==> src/rtl/packet_dispatcher.sv <==
// packet_dispatcher: sink-side HDMI data-island packet receiver.
// Collects the 32-pixel TERC4-decoded bitstream into a header and four subpackets, hands
// each complete packet to a decode buffer, and decodes ACR, Audio Sample and AVI InfoFrame
// packets into registered fields and a stereo sample stream.
// Build option: define PACKET_DISPATCHER_ECC_EN to enable BCH parity checking. Without it,
// the parity bits are ignored, ecc_error is tied to 0 and every complete packet is accepted.
module packet_dispatcher #(
  parameter int unsigned AUDIO_BIT_WIDTH = 24
) (
  input  logic                       clk_pixel,
  input  logic                       reset_n,
  input  logic                       island_valid,
  input  logic                       island_first,
  input  logic                       header_bit,
  input  logic [3:0]                 sub_even,
  input  logic [3:0]                 sub_odd,
  output logic                       packet_valid,
  output logic [7:0]                 packet_type,
  output logic                       ecc_error,
  output logic [19:0]                acr_n,
  output logic [19:0]                acr_cts,
  output logic                       acr_update,
  output logic [6:0]                 vic,
  output logic                       avi_update,
  output logic                       avi_checksum_error,
  output logic [AUDIO_BIT_WIDTH-1:0] audio_sample_word [1:0],
  output logic                       audio_sample_valid,
  output logic                       audio_frame_start
);

  typedef enum logic [1:0] {StIdle, StCheck, StEmit} state_e;

  // Collector state
  logic             col_active_q, col_active_d;
  logic [4:0]       pix_q, pix_d;
  logic [31:0]      hdr_q, hdr_d;
  logic [3:0][63:0] sub_q, sub_d;
  logic             capture;
  logic [4:0]       cap_pix;
  logic             handoff;

  // Decode buffer, loaded on the edge that captures pixel 31
  logic [23:0]      buf_hdr_q;
  logic [3:0][55:0] buf_sub_q;
  logic [223:0]     buf_flat;
  logic             buf_ok;

  // Decoder
  state_e           state_q;
  logic [3:0]       mask_q, mask_next;
  logic [1:0]       emit_idx;
  logic [3:0]       b_flags;
  logic [7:0]       avi_sum;
  logic [4:0]       pb_len;

  // Collector next state: restart on island_first, abort on a valid gap, hand off at pixel 31
  always_comb begin
    col_active_d = col_active_q;
    pix_d        = pix_q;
    hdr_d        = hdr_q;
    sub_d        = sub_q;
    capture      = 1'b0;
    cap_pix      = pix_q;
    handoff      = 1'b0;
    if (island_valid && island_first) begin
      capture      = 1'b1;
      cap_pix      = 5'd0;
      col_active_d = 1'b1;
      pix_d        = 5'd1;
    end else if (island_valid && col_active_q) begin
      capture = 1'b1;
      if (pix_q == 5'd31) begin
        handoff      = 1'b1;
        col_active_d = 1'b0;
        pix_d        = 5'd0;
      end else begin
        pix_d = pix_q + 5'd1;
      end
    end else if (!island_valid) begin
      col_active_d = 1'b0;
      pix_d        = 5'd0;
    end
    if (capture) begin
      hdr_d[cap_pix] = header_bit;
      for (int i = 0; i < 4; i++) begin
        sub_d[i][{cap_pix, 1'b0}] = sub_even[i];
        sub_d[i][{cap_pix, 1'b1}] = sub_odd[i];
      end
    end
  end

  // Collector registers
  always_ff @(posedge clk_pixel or negedge reset_n) begin
    if (!reset_n) begin
      col_active_q <= 1'b0;
      pix_q        <= 5'd0;
      hdr_q        <= '0;
      sub_q        <= '0;
    end else begin
      col_active_q <= col_active_d;
      pix_q        <= pix_d;
      hdr_q        <= hdr_d;
      sub_q        <= sub_d;
    end
  end

`ifdef PACKET_DISPATCHER_ECC_EN
  function automatic logic [7:0] bch_step(input logic [7:0] p, input logic d);
    return {1'b0, p[7:1]} ^ ((p[0] ^ d) ? 8'h83 : 8'h00);
  endfunction

  logic [7:0]      par_hdr_q, par_hdr_d;
  logic [3:0][7:0] par_sub_q, par_sub_d;
  logic            parity_ok;
  logic            buf_ok_q;

  // Serial BCH over data bits only; pixel 0 always restarts from a cleared register
  always_comb begin
    par_hdr_d = par_hdr_q;
    par_sub_d = par_sub_q;
    parity_ok = (hdr_d[31:24] == par_hdr_q);
    if (capture && (cap_pix < 5'd24)) begin
      par_hdr_d = bch_step((cap_pix == 5'd0) ? 8'h00 : par_hdr_q, header_bit);
    end
    for (int i = 0; i < 4; i++) begin
      if (capture && (cap_pix < 5'd28)) begin
        par_sub_d[i] = bch_step(bch_step((cap_pix == 5'd0) ? 8'h00 : par_sub_q[i],
                                         sub_even[i]), sub_odd[i]);
      end
      parity_ok = parity_ok && (sub_d[i][63:56] == par_sub_q[i]);
    end
  end

  // Parity accumulators and the parity verdict travelling with the decode buffer
  always_ff @(posedge clk_pixel or negedge reset_n) begin
    if (!reset_n) begin
      par_hdr_q <= '0;
      par_sub_q <= '0;
      buf_ok_q  <= 1'b0;
    end else begin
      par_hdr_q <= par_hdr_d;
      par_sub_q <= par_sub_d;
      if (handoff) buf_ok_q <= parity_ok;
    end
  end

  assign buf_ok = buf_ok_q;
`else
  assign buf_ok    = 1'b1;
  assign ecc_error = 1'b0;
`endif

  // Decode buffer: lets the next packet be collected while this one is decoded
  always_ff @(posedge clk_pixel or negedge reset_n) begin
    if (!reset_n) begin
      buf_hdr_q <= '0;
      buf_sub_q <= '0;
    end else if (handoff) begin
      buf_hdr_q <= hdr_d[23:0];
      for (int i = 0; i < 4; i++) buf_sub_q[i] <= sub_d[i][55:0];
    end
  end

  // PB n sits in subpacket n/7, byte n%7, which is byte n of the flattened buffer
  assign buf_flat = buf_sub_q;
  assign pb_len   = buf_hdr_q[20:16];
  assign b_flags  = buf_hdr_q[23:20];

  // AVI checksum over the header and PB0..PB(length); bytes past PB27 do not exist
  always_comb begin
    avi_sum = buf_hdr_q[7:0] + buf_hdr_q[15:8] + buf_hdr_q[23:16];
    for (int n = 0; n < 28; n++) begin
      if (n <= int'(pb_len)) avi_sum = avi_sum + buf_flat[8*n +: 8];
    end
  end

  // Lowest still-pending present subpacket is emitted next
  always_comb begin
    emit_idx = 2'd0;
    for (int j = 3; j >= 0; j--) begin
      if (mask_q[j]) emit_idx = 2'(j);
    end
    mask_next = mask_q & ~(4'b0001 << emit_idx);
  end

  // Decoder FSM with registered outputs; pulses default low every cycle
  always_ff @(posedge clk_pixel or negedge reset_n) begin
    if (!reset_n) begin
      state_q              <= StIdle;
      mask_q               <= 4'd0;
      packet_valid         <= 1'b0;
      packet_type          <= 8'd0;
`ifdef PACKET_DISPATCHER_ECC_EN
      ecc_error            <= 1'b0;
`endif
      acr_n                <= 20'd0;
      acr_cts              <= 20'd0;
      acr_update           <= 1'b0;
      vic                  <= 7'd0;
      avi_update           <= 1'b0;
      avi_checksum_error   <= 1'b0;
      audio_sample_word[0] <= '0;
      audio_sample_word[1] <= '0;
      audio_sample_valid   <= 1'b0;
      audio_frame_start    <= 1'b0;
    end else begin
      packet_valid       <= 1'b0;
`ifdef PACKET_DISPATCHER_ECC_EN
      ecc_error          <= 1'b0;
`endif
      acr_update         <= 1'b0;
      avi_update         <= 1'b0;
      avi_checksum_error <= 1'b0;
      audio_sample_valid <= 1'b0;
      audio_frame_start  <= 1'b0;
      unique case (state_q)
        StIdle: begin
          if (handoff) state_q <= StCheck;
        end
        StCheck: begin
          state_q <= StIdle;
          if (!buf_ok) begin
`ifdef PACKET_DISPATCHER_ECC_EN
            ecc_error <= 1'b1;
`endif
          end else begin
            packet_valid <= 1'b1;
            packet_type  <= buf_hdr_q[7:0];
            case (buf_hdr_q[7:0])
              8'h01: begin
                acr_cts    <= {buf_sub_q[0][11:8], buf_sub_q[0][23:16], buf_sub_q[0][31:24]};
                acr_n      <= {buf_sub_q[0][35:32], buf_sub_q[0][47:40], buf_sub_q[0][55:48]};
                acr_update <= 1'b1;
              end
              8'h82: begin
                if (avi_sum == 8'd0) begin
                  vic        <= buf_flat[38:32];
                  avi_update <= 1'b1;
                end else begin
                  avi_checksum_error <= 1'b1;
                end
              end
              8'h02: begin
                if (|buf_hdr_q[11:8]) begin
                  mask_q  <= buf_hdr_q[11:8];
                  state_q <= StEmit;
                end
              end
              default: ;
            endcase
          end
        end
        StEmit: begin
          audio_sample_valid   <= 1'b1;
          audio_sample_word[0] <= buf_sub_q[emit_idx][23 -: AUDIO_BIT_WIDTH];
          audio_sample_word[1] <= buf_sub_q[emit_idx][47 -: AUDIO_BIT_WIDTH];
          audio_frame_start    <= b_flags[emit_idx];
          mask_q               <= mask_next;
          if (mask_next == 4'd0) state_q <= StIdle;
        end
        default: state_q <= StIdle;
      endcase
    end
  end

endmodule

==> config.mk <==
export PLATFORM = sky130hd
export DESIGN_NAME = packet_dispatcher
export DESIGN_NICKNAME = d
export VERILOG_FILES = /design/src/rtl/packet_dispatcher.sv
export SDC_FILE = /design/constraint.sdc
export NUM_CORES = 1
export LEC_CHECK = 0
export ABC_AREA = 1
export BUFFER_PORTS_ARGS = -buffer_cell sky130_fd_sc_hd__buf_2
export CAP_MARGIN = 20
export CORE_UTILIZATION = 30
export DETAILED_ROUTE_END_ITERATION = 10
export HOLD_SLACK_MARGIN = 0.06
export PLACE_DENSITY_LB_ADDON = 0.12
export SLEW_MARGIN = 20
export SYNTH_ARGS = -nofsm -noshare
export SYNTH_HDL_FRONTEND = slang
export SYNTH_SLANG_ARGS = --single-unit
==> constraint.sdc <==
create_clock -name clk_pixel -period 72.5 [get_ports clk_pixel]
set_input_delay 10.875 -clock clk_pixel [delete_from_list [all_inputs] [get_ports clk_pixel]]
set_output_delay 10.875 -clock clk_pixel [all_outputs]
set_load 0.1 [all_outputs]
# --- After elaboration in Yosys (flattened, before gate mapping) ---
# Cells that the tools add are included.
word_totals:
  output_inout_bits: 110
  word_cells: 211
  register_bits: 657
op_classes:
  bitwise_logic: 2
  reduce_logical: 15
  n_addsub: 31
  shift: 1
  n_mux: 85
  n_lt_le_gt_ge: 34
  n_eq_ne: 12
ops:
  columns: ["cell", "n"]
  rows:
  - ["$bwmux W64", 8]
  - ["$mux W248", 1]
  - ["$add A8 B8 Y8", 30]
  - ["$mux W8", 27]
  - ["$bmux W56 S2", 1]
  - ["$le A5 B5 Y1 const A", 12]
  - ["$mux W48", 1]
  - ["$le A4 B5 Y1 const A", 8]
  - ["$bwmux W32", 1]
  - ["$mux W5", 5]
  - ["$mux W1", 24]
  - ["$mux W24", 1]
  - ["$le A3 B5 Y1 const A", 4]
  - ["$mux W2", 8]
  - ["$demux W1 S5", 3]
  - ["$lt A6 B7 Y1 const B", 2]
  - ["$ge A6 B1 Y1 const B", 2]
  - ["$le A2 B5 Y1 const A", 2]
  - ["$eq A8 B1 Y1 const B", 1]
  - ["$eq A8 B2 Y1 const B", 1]
  - ["$eq A8 B8 Y1 const B", 1]
  - ["$logic_not A8 Y1", 1]
  - ["$mux W4", 2]
  - ["$ne A2 B2 Y1 const B", 4]
  - ["other kinds (23)", 30]

# --- Longest topological paths before layout ---
logic_depth:
  ltp_word: 61
  ltp_mapped: 183
  depth_no_buf: 183

# --- Worst setup path after synthesis ---
# OpenSTA, ideal clock, no wires.
synth_path:
  kind: "reg-to-reg"
  startpoint: "reg buf_hdr_q[1]"
  endpoint: "reg vic[0]"
  t_arrival_ns: 24.317
  required_time_ns: 72.378
  path_slack_ns: 48.061
  period_less_slack_ns: 24.439
  setup_time_ns: 0.122
  path_stages_with_launch: 121
  path_cell_list: "dfrtp_1 -> fa_1 -> fa_1 -> ha_1 -> inv_1 -> fa_1 -> nand2_1 -> nand2_1 -> fa_1 -> or2_2 -> nand2_1 -> fa_1 -> or2_2 -> nand2_1 -> inv_1 -> fa_1 -> nand2_1 -> nand2_1 -> [... 85 more ...] -> nand2_1 -> inv_1 -> ha_1 -> a21oi_1 -> nor2_1 -> nor2_1 -> xor2_1 -> xor2_1 -> xor2_1 -> or2_2 -> o211a_1 -> nand2_1 -> nor3_2 -> nand3_2 -> nand2_4 -> nand2_4 -> nand2_1 -> nand2_1"
synth_via:
  elab_chain_cells: 59
synth_lines:
  columns: ["item", "line", "text"]
  rows:
  - ["from (decl)", "43", "logic [23:0] buf_hdr_q;"]
  - ["from (signal assigned)", "159", "buf_hdr_q <= hdr_d[23:0];"]
  - ["$add A8 B8 Y8 (2 in series)", "171", "avi_sum = buf_hdr_q[7:0] + buf_hdr_q[15:8] + buf_hdr_q[23:16];"]
  - ["$add A8 B8 Y8 (2 in series)", "173", "if (n <= int'(pb_len)) avi_sum = avi_sum + buf_flat[8*n +: 8];"]
  - ["$mux W8", "173", null]
  - ["$add A8 B8 Y8", "173", null]
  - ["$mux W8", "173", null]
  - ["$add A8 B8 Y8", "173", null]
  - ["$mux W8", "173", null]
  - ["$add A8 B8 Y8", "173", null]
  - ["[... 41 more ...]", null, null]
  - ["$add A8 B8 Y8", "173", null]
  - ["$mux W8", "173", null]
  - ["$add A8 B8 Y8", "173", null]
  - ["$mux W8", "173", null]
  - ["$add A8 B8 Y8", "173", null]
  - ["$mux W8", "173", null]
  - ["$logic_not A8 Y1", "236", "if (avi_sum == 8'd0) begin"]
  - ["$reduce_and A3 Y1 (no source line) (*)", null, null]
  - ["to (signal assigned)", "237", "vic <= buf_flat[38:32];"]
  - ["to (decl)", "23", "output logic [6:0] vic,"]
# Every way passes the cells marked *; elsewhere a longest branch is shown, timed or not.
# A chain may end at the register's enable or synchronous reset.

# --- Final worst setup path ---
layout_path:
  startpoint: "reg buf_hdr_q[17]"
  endpoint: "reg vic[3]"
layout_via:
  elab_chain_cells: 58
layout_lines:
  columns: ["item", "line"]
  rows:
  - ["$add A8 B8 Y8", "171"]
  - ["$add A8 B8 Y8 (2 in series)", "173"]
  - ["$mux W8", "173"]
  - ["$add A8 B8 Y8", "173"]
  - ["$mux W8", "173"]
  - ["$add A8 B8 Y8", "173"]
  - ["$mux W8", "173"]
  - ["$add A8 B8 Y8", "173"]
  - ["[... 41 more ...]", null]
  - ["$add A8 B8 Y8", "173"]
  - ["$mux W8", "173"]
  - ["$add A8 B8 Y8", "173"]
  - ["$mux W8", "173"]
  - ["$add A8 B8 Y8", "173"]
  - ["$mux W8 (*)", "173"]
  - ["$logic_not A8 Y1 (*)", "236"]
  - ["$reduce_and A3 Y1 (no source line) (*)", null]
# Marks and branches as above.

==> flow_metrics.tcl <==
set metrics [dict create \
    max_stage_delay_ps 520 \
    h-tree-depth 3 \
    drive_above_1_share_pct 9.717 \
    crit_path_end_kind "register" \
    r2r_slack_ps 46560 \
    synth_nets 4638 \
    async_reset_ff_share_pct 100.0 \
    first_pass_iters 6 \
    hold_violations 0 \
    synth_area_leaders "dfrtp_1 (44%), nand2_1 (14%), ha_1 (7.2%)" \
    relSlewSlack_pct 25.38 \
    required_ps 73050 \
    path_delay_family "adder cells" \
    worst_pin_slew_ps 1108 \
    drc 0 \
    fp.dieH_um 343.9 \
    synth_flop_cell "dfrtp_1" \
    clockBufferDepth 3 \
    via_per_inst 4.816 \
    holdBufCountCts 0 \
    clock-sinks 617 \
    grt_pass1_wl_um 192300 \
    power_per_cell_area_mw_per_mm2 20.16 \
    drt_iter0_markers 2096 \
    cp_common_cell "nand2_1" \
    crit_type "reg2reg" \
    outcome "complete, no violations" \
    min_to "audio_sample_word[37]" \
    yosys.area.top_type "dfrtp_1" \
    die-area_mm2 0.1182 \
    cts_buffers 75 \
    seqCellArea_mm2 0.01544 \
    vias 29150 \
    io_pins 123 \
    cpMaxStageDelayCell "fa_1" \
    hold_class "reg2reg" \
    critPathBufInv 10 \
    grt_max_degree 186 \
    drtAntennaViolNets 0 \
    grtUsageMet1_pct 30.84 \
    clock_skew_ps 37.90 \
    cp-start-kind "register" \
    fmax_mhz 38.55 \
    grt-ovfl-total 0 \
    rows 125 \
    critPathMaxFanout 9 \
    fin_setup_tns_ps 0 \
    cts_tree "done" \
    dpl.hpwl_um 97680 \
    fin_crit_ps 25940 \
    post_drt_wl_per_cell_um 21.64 \
    cts.reportedPaths.clkPinSlew_ps 60 \
    insertion_delay_ps 670 \
    met2_usage_pct 35.85 \
    r2r-end "vic[3]" \
    reg2regPathDepth 121 \
    grt_pass1_vias 28580 \
    routed_wl_um 131000 \
    initial_core_util_pct 30.21 \
    cts_root_buf "clkbuf_16" \
    nNetsFinal 4729 \
    ys_seq_elements 617 \
    synth_edf_count 0 \
    setup_violations 0 \
    cts_setup_buffers 0 \
    place.gp.congestion 0.9169 \
    netlist.area_leader.share_pct 44.04 \
    slew_viol_final 0 \
    track_usage_pct 22.35 \
    core-area_mm2 0.1160 \
    period_share_pct 35.78 \
    hold_depth 2 \
    ys_warn_count 0 \
    arrival_ps 26490 \
    power.leakage_nw 20.59 \
    syn_area_per_cell_um2 8.003 \
    cts_resized 0 \
    drv_cap 0 \
    timing.rr.start "buf_hdr_q[17]" \
    peakVddDrop_uv 14.37 \
    port_buffers 121 \
    grt_util_met3_pct 2.758 \
    rsz0062_at_grt "false" \
    syn_inst 4381 \
    busiest_layer "met2" \
    hp-start "audio_sample_word[37]" \
    antenna_found_initial 2 \
    syn_area_mm2 0.03506 \
    dp.cells 5919 \
    fillers 12370 \
    die_x_um 343.9 \
    finalNonFillerCells 6053 \
    synthToLayoutAreaGrowth_pct 13.70 \
    yosysSeqAreaShare_pct 44.04 \
    multi_input_area_mm2 0.01730 \
    ys_types 61 \
]
==> through the flow <==
| stage | area, um^2 | hold WS, ps | total power, mW | setup slack, ps | util, % |
|---|---|---|---|---|---|
| final | 39870 | 474.8 | 0.8037 | 46560 | 34.35 |
| after global routing | 39860 | 501.9 | 0.8327 | 44640 | 34.35 |
| after CTS | 39860 | 478.7 | 0.8152 | 46440 | 34.35 |
| after detailed placement | 37350 | 462.3 | 0.4274 | 46490 | 32.19 |
| after global placement | 37350 | 452.7 | 0.4273 | 46690 | 32.19 |
| after floorplan | 35060 | 455.4 | 0.3938 | 48060 | - |
==> report_power, final <==
| part | total, mW | internal [mW] | switching, mW |
|---|---|---|---|
| sequential | 0.353 | 0.351 | 0.00254 |
| clock | 0.384 | 0.225 | 0.159 |
| combinational | 0.0671 | 0.0116 | 0.0555 |
| total | 0.804 | 0.587 | 0.217 |
==> cell families after synthesis <==
kind of cell / count (synthesis) / synth area share, %
DFF: 617 / 44.04
AOI/OAI and AO/OA: 817 / 12.52
adders and majority gates: 244 / 9.585
other: 1 / 0.01070
xor gates and xnor gates: 103 / 2.573
and+or+nand+nor: 2001 / 24.50
buffers and inverters: 598 / 6.773
==> layout make-up <==
class | count | area share [%]
clock buffers | 113 | 5.596
inverters | 444 | 4.297
repair buffers | 168 | 2.501
multi-input cells | 3166 | 43.40
diodes | 1 | 0.006277
well taps | 1524 | 4.783
flip-flops and latches | 617 | 38.73
clock inverters | 20 | 0.6873
==> synthesized netlist by cell type, drive strengths merged (3+ instances only) <==
cell type and n:
fa 41, buf 26, nand3 264, xor2 70
nand2 1299, or2 50, nor3 12, xnor2 33
o21bai 7, nand4 13, o211ai 20, dfrtp 617
nor2 295, a21oi 198, a21o 5, inv 427
nand3b 14, clkinv 15, o22ai 30, clkbuf 128
and2 51, a211oi 3, a221oi 21, o21ai 505
a31oi 20, ha 203
==> flip-flops by register name, indices dropped and copies added (netlist names), 2 cells and up <==
signal	flops
buf_flat	224
mask_q	4
buf_hdr_q	24
acr_cts	20
state_q	2
audio_sample_word	48
packet_type	8
acr_n	20
hdr_q	24
pix_q	5
vic	7
sub_q	224
==> worst max-delay path by stage <==
stage                   from  endpoint  slack, ps  cells past startpoint
5_1_grt        buf_hdr_q[18]    vic[5]      44640                    162
3_5_place_dp   buf_hdr_q[17]    vic[2]      46490                    120
3_3_place_gp    buf_hdr_q[1]    vic[1]      46690                    120
2_1_floorplan   buf_hdr_q[1]    vic[0]      48060                    120
6_report       buf_hdr_q[17]    vic[3]      46560                    121
4_1_cts        buf_hdr_q[17]    vic[3]      46440                    120
==> metal layers <==
layer / up-vias / routed length [um]
met2: 588 / 60100
li1: 14410 / -
met1: 14000 / 60780
met5: - / 0
met4: 0 / 4516
met3: 154 / 5585
==> cells in the final DEF (no fill, tap or decap), types with 21 or more instances in the layout <==
| cell | n |
|---|---|
| dfrtp_1 | 617 |
| inv_1 | 413 |
| nor2_1 | 279 |
| buf_2 | 120 |
| buf_4 | 44 |
| o21ai_0 | 496 |
| o22ai_1 | 30 |
| xnor2_1 | 33 |
| nand3_2 | 51 |
| a21oi_1 | 195 |
| ha_1 | 202 |
| fa_1 | 41 |
| nand3_1 | 211 |
| and2_1 | 51 |
| xor2_1 | 70 |
| a221oi_1 | 21 |
| clkbuf_16 | 76 |
| nand2_1 | 1289 |
| or2_2 | 45 |
==> tightest hold or removal path: cells and delay by family, from the launching register on <==
kind / cells / cell delay [ps]
simple gates: 1 / 50
flops: 1 / 330
compound gates: 1 / 60
No activity file was read; power rests on OpenSTA's default activity.
